==> src/rtl/jtag_host.sv <==
// JTAG initiator: runs whole TAP operations (reset, IR scan, DR scan, idle clocks)
// from a command interface, generating TCK at tclk/2 and sampling TDO on TCK falling.
module jtag_host #(
    parameter int IR_LEN = 6,
    parameter int DR_MAX = 41
) (
    input  logic              tclk,
    input  logic              trst,
    input  logic              cmd_valid,
    output logic              cmd_ready,
    input  logic [1:0]        cmd_op,
    input  logic [6:0]        cmd_len,
    input  logic [DR_MAX-1:0] cmd_data,
    output logic              rsp_valid,
    output logic [DR_MAX-1:0] rsp_data,
    output logic              tck,
    output logic              tms,
    output logic              tdi,
    input  logic              tdo
);
    localparam int IW = $clog2(DR_MAX + 1);
    localparam logic [1:0] OP_RST = 2'd0, OP_IR = 2'd1, OP_DR = 2'd2, OP_IDLE = 2'd3;

    typedef enum logic [2:0] {INIT, IDLE, HEAD, SHIFT, TAIL, CLOCK, DONE} state_t;

    state_t            state, state_d;
    logic [1:0]        op;
    logic              from_init;
    logic [5:0]        hdr;
    logic [6:0]        cnt;
    logic [IW-1:0]     idx, slen, dr_len;
    logic [DR_MAX-1:0] dat, cap;
    logic              accept, fin, seg_last, shift_last;

    assign dr_len     = (cmd_len > 7'(DR_MAX)) ? IW'(DR_MAX) : cmd_len[IW-1:0];
    assign seg_last   = (cnt == 7'd1);
    assign shift_last = (idx == slen - IW'(1));

    always_ff @(posedge tclk or negedge trst)
        if (!trst) state <= INIT;
        else       state <= state_d;

    always_comb begin
        state_d = state;
        accept  = cmd_valid && cmd_ready;
        fin     = 1'b0;
        case (state)
            INIT: state_d = HEAD;
            IDLE, DONE: begin
                state_d = IDLE;
                if (accept)
                    case (cmd_op)
                        OP_DR:   state_d = (dr_len == '0) ? DONE : HEAD;
                        OP_IDLE: state_d = (cmd_len == '0) ? DONE : CLOCK;
                        default: state_d = HEAD;
                    endcase
            end
            HEAD:        if (tck && seg_last) state_d = (op == OP_RST) ? DONE : SHIFT;
            SHIFT:       if (tck && shift_last) state_d = TAIL;
            TAIL, CLOCK: if (tck && seg_last) state_d = DONE;
            default:     state_d = INIT;
        endcase
        // end of the last phase B of a clocked operation
        fin = tck && (state_d == DONE) && (state == HEAD || state == TAIL || state == CLOCK);
    end

    always_ff @(posedge tclk or negedge trst) begin
        if (!trst) begin
            tck       <= 1'b0;
            tms       <= 1'b1;
            tdi       <= 1'b0;
            cmd_ready <= 1'b0;
            rsp_valid <= 1'b0;
            rsp_data  <= '0;
            op        <= OP_RST;
            from_init <= 1'b1;
            hdr       <= '0;
            cnt       <= '0;
            idx       <= '0;
            slen      <= '0;
            dat       <= '0;
            cap       <= '0;
        end else begin
            rsp_valid <= 1'b0;
            case (state)
                INIT: begin
                    op        <= OP_RST;
                    from_init <= 1'b1;
                    hdr       <= 6'b011111;
                    cnt       <= 7'd6;
                    tms       <= 1'b1;
                    cap       <= '0;
                end
                IDLE, DONE: begin
                    cmd_ready <= 1'b1;
                    if (accept) begin
                        cmd_ready <= 1'b0;
                        from_init <= 1'b0;
                        op        <= cmd_op;
                        dat       <= cmd_data;
                        cap       <= '0;
                        idx       <= '0;
                        slen      <= (cmd_op == OP_IR) ? IW'(IR_LEN) : dr_len;
                        tms       <= 1'b1;
                        // header patterns are stored first-bit-in-LSB
                        case (cmd_op)
                            OP_RST:  begin hdr <= 6'b011111; cnt <= 7'd6; end
                            OP_IR:   begin hdr <= 6'b000011; cnt <= 7'd4; end
                            OP_DR:   begin hdr <= 6'b000001; cnt <= 7'd3; end
                            default: begin tms <= 1'b0;      cnt <= cmd_len; end
                        endcase
                        if (state_d == DONE) begin
                            tms       <= 1'b0;
                            cmd_ready <= 1'b1;
                            rsp_valid <= 1'b1;
                            rsp_data  <= '0;
                        end
                    end
                end
                HEAD: begin
                    tck <= ~tck;
                    if (tck) begin
                        if (!seg_last) begin
                            cnt <= cnt - 7'd1;
                            hdr <= hdr >> 1;
                            tms <= hdr[1];
                        end else if (op != OP_RST) begin
                            tms <= (slen == IW'(1));
                            tdi <= dat[0];
                        end
                    end
                end
                SHIFT: begin
                    tck <= ~tck;
                    if (tck) begin
                        cap[idx] <= tdo;
                        if (shift_last) begin
                            tms <= 1'b1;
                            tdi <= 1'b0;
                            cnt <= 7'd2;
                        end else begin
                            idx <= idx + IW'(1);
                            tms <= (idx + IW'(2) == slen);
                            tdi <= dat[1];
                            dat <= dat >> 1;
                        end
                    end
                end
                TAIL, CLOCK: begin
                    tck <= ~tck;
                    if (tck && !seg_last) begin
                        cnt <= cnt - 7'd1;
                        tms <= 1'b0;
                    end
                end
                default: ;
            endcase
            if (fin) begin
                tms       <= 1'b0;
                tdi       <= 1'b0;
                rsp_valid <= !from_init;
                cmd_ready <= !from_init;
                rsp_data  <= cap;
            end
        end
    end
endmodule
==> config.mk <==
export PLATFORM = sky130hd
export DESIGN_NAME = jtag_host
export DESIGN_NICKNAME = d
export VERILOG_FILES = /design/src/rtl/jtag_host.sv
export SDC_FILE = /design/constraint.sdc
export NUM_CORES = 1
export LEC_CHECK = 0
export CELL_PAD_IN_SITES_DETAIL_PLACEMENT = 1
export CELL_PAD_IN_SITES_GLOBAL_PLACEMENT = 1
export CORE_UTILIZATION = 43
export DETAILED_ROUTE_END_ITERATION = 10
export GPL_TIMING_DRIVEN = 0
export PLACE_DENSITY = 0.76
export SLEW_MARGIN = 5
export SYNTH_ARGS = -nofsm -noshare
export SYNTH_HDL_FRONTEND = slang
export SYNTH_SLANG_ARGS = --single-unit
==> constraint.sdc <==
create_clock -name tclk -period 3.1 [get_ports tclk]
set_input_delay 0.465 -clock tclk [delete_from_list [all_inputs] [get_ports tclk]]
set_output_delay 0.465 -clock tclk [all_outputs]
set_load 0.05 [all_outputs]
==> flow_metrics.env <==
export IMPL_fin_cells=1275
export IMPL_clkTransAtPathRegs_ps=70
export IMPL_p_sw_share_pct=42.86
export IMPL_place_ws_ps=67.73
export IMPL_synth_area_per_cell_um2=9.408
export IMPL_syn2layout_area_growth_pct=23.34
export IMPL_die_y_um=140.9
export IMPL_die_width_um=140.9
export IMPL_syn_inst=882
export IMPL_yosysWarningCount=0
export IMPL_grt_max_degree=92
export IMPL_post_cts_buffers=0
export IMPL_path_class="reg2reg"
export IMPL_reg2reg_slack_ps=220
export IMPL_min_from="hdr[4]"
export IMPL_slew_violations=0
export IMPL_whs_path_depth=1
export IMPL_reg2reg_depth=6
export IMPL_nNetsFinal=1070
export IMPL_wl_met1_um=11070
export IMPL_wire_per_inst_um=18.97
export IMPL_rows=50
export IMPL_cts_tree="built"
export IMPL_ys_seq_elements=157
export IMPL_syn_area_um2=8298
export IMPL_clock_power_share_pct=23.8
export IMPL_critical_path_required_ps=3450
export IMPL_finalCritPeriodShare_pct=93.01
export IMPL_fin_worst_skew_ps=14.27
export IMPL_ctsHoldBuffers=1
export IMPL_fmax_mhz=346.8
export IMPL_cp_max_fo=10
export IMPL_hold_end="hdr[4]"
export IMPL_met3WireLength_um=707
export IMPL_place_gp_congestion=0.8449
export IMPL_p_leak_nw=4.237
export IMPL_p_int_mw=5.047
export IMPL_critical_path_arrival_ps=3240
export IMPL_cts_resized=0
export IMPL_routed_via_density=5.605
export IMPL_synth_cell_types=63
export IMPL_fp_coreArea_um2=18830
export IMPL_htree_levels=4
export IMPL_r2r_start="state[1]"
export IMPL_worstReg2RegEnd="tdi"
export IMPL_maxCapViolations=0
export IMPL_synth_edff_count=0
export IMPL_drtPass1Iterations=5
export IMPL_placed_cells=1242
export IMPL_status="finished, final reports clean"
export IMPL_port_buffers=99
export IMPL_numCtsBuffers=17
export IMPL_async_flop_share_pct=100.0
export IMPL_grt_pass1_wl_um=39230
export IMPL_vdd_ir_drop_max_mv=0.4939
export IMPL_total_power_mw=8.832
export IMPL_grt_setup_unrepaired="no"
export IMPL_fin_crit_ps=2883
export IMPL_clock_latency_ps=440
export IMPL_drc=0
export IMPL_cts_root_buf="clkbuf_16"
export IMPL_grtUsageTotal_pct=25.53
export IMPL_ant_nets=0
export IMPL_ctsLongestPathBuffers=2
export IMPL_cp_start_kind="register"
export IMPL_yosys_area_top_type_share_pct=46.74
export IMPL_worst_pin_slew_ps=1159
export IMPL_final_area_um2=10230
export IMPL_clkSinkCount=157
export IMPL_end_kind="register"
export IMPL_setup_tns_ps=0
export IMPL_drtIter0Drc=393
export IMPL_antennaDiodeCount=0
export IMPL_gr_total_overflow=0
export IMPL_setup_slack_ps=216.7
export IMPL_ys_seq_area_share_pct=47.38
export IMPL_synthTopCellsByArea="dfrtp_1 47%, o21ai_0 6.7%, mux2i_1 5.4%"
export IMPL_highest_layer="met4"
export IMPL_p_per_area_nw_per_um2=862.9
export IMPL_ys_flop_type="dfrtp_1"
export IMPL_yosysTopAreaCell="dfrtp_1"
export IMPL_grt_pass1_vias=7286
export IMPL_hold_class="reg2reg"
export IMPL_dieArea_um2=19860
export IMPL_mostFrequentLayoutCell="dfrtp_1"
export IMPL_dp_hpwl_um=16830
export IMPL_hold_violations=0
export IMPL_layout_common_cells="155 x dfrtp_1, 111 x o21ai_0, 98 x clkdlybuf4s50_1, 85 x nand2_1, 70 x nor2_1"
export IMPL_setup_worst_path_start="state[1]"
export IMPL_antenna_found_initial=0
export IMPL_seqPwrFrac_pct=31.9
export IMPL_slew_headroom_pct=22.12
export IMPL_placed_area_um2=9647
export IMPL_vias=7147
export IMPL_wl_um=24180
export IMPL_layout_drive_gt1_share_pct=6.798
export IMPL_wl_met2_um=11840
export IMPL_switching_power_mw=3.785
export IMPL_setup_viol=0
export IMPL_num_io_pins=100
export IMPL_combinationalPowerShare_pct=44.3
export IMPL_syn_nets=950
export IMPL_start_util_pct=44.07
==> final cells by class <==
type | count | area, µm²
Multi-Input combinational cell | 600 | 3809
Clock buffer | 17 | 425.4
Buffer | 62 | 321.6
Inverter | 63 | 236.5
Tap cell | 260 | 325.3
Fill cell | 2177 | 8596
Sequential cell | 157 | 3931
Timing Repair Buffer | 101 | 1033
Clock inverter | 15 | 152.6
==> stage by stage <==
step                      util, %  hold WS (ps)
after detailed placement    51.23         448.0
after floorplan                 -         169.4
after CTS                   54.35         502.8
final                       54.35         502.0
after global routing        54.35         515.9
after global placement      51.06         475.6
==> how the worst max path moves through the flow <==
stage	to	slack, ps
floorplan	tms	780
global placement	dat[18]	-5160
detailed placement	rsp_data[10]	70
CTS	tdi	210
global route	tdi	7
finish	tdi	220
==> cell families (layout without fill, tap and decap cells) <==
| kind of cell | Yosys count | count (layout) | synth area share [%] |
|---|---|---|---|
| AO/OA/AOI/OAI | 285 | 285 | 22.78 |
| XOR/XNOR | 13 | 13 | 1.463 |
| adder cells (fa/ha/maj) | 14 | 14 | 2.111 |
| buffers and inverters | 125 | 258 | 6.725 |
| flip-flops | 157 | 157 | 47.38 |
| multiplexers | 50 | 50 | 6.107 |
| AND/OR/NAND/NOR | 238 | 238 | 13.43 |
==> power by group through the flow <==
stage	Clock (mW)	Combinational, mW	Sequential (mW)
final	2.10	3.91	2.82
after global routing	2.20	4.28	2.88
after CTS	2.14	3.90	2.82
after detailed placement	0	3.87	2.85
after global placement	0	3.79	2.83
after floorplan	0	2.68	2.87
==> sequential cells by signal, summed over array words and instances (netlist names) <==
register,count
cap,41
dat,41
rsp_data,41
cnt,7
idx,6
slen,6
hdr,4
state,3
op,2
cmd_ready,1
from_init,1
rsp_valid,1
tck,1
tdi,1
tms,1
==> cell usage after synthesis, types with 15 or more instances <==
cell type / number
dfrtp_1: 155
o21ai_0: 111
nand2_1: 85
nor2_1: 70
inv_1: 63
a21oi_1: 49
mux2i_1: 45
clkbuf_1: 42
o221a_1: 38
nor2b_1: 15
o21ai_1: 15
==> worst max-delay path, stage by stage (launching register included) <==
cell	delay, ps
dfrtp_1	460
nor3b_1	660
nor2_1	230
nor2_1	550
clkbuf_1	460
o211ai_1	230
a31oi_1	210
==> metal layers <==
metal	vias to the layer above	GRT usage (%)
met5	-	0
met1	3594	34.35
met3	36	3.906
met2	156	41.74
li1	3361	-
met4	0	9.382
No activity file was read; power rests on OpenSTA's default activity.
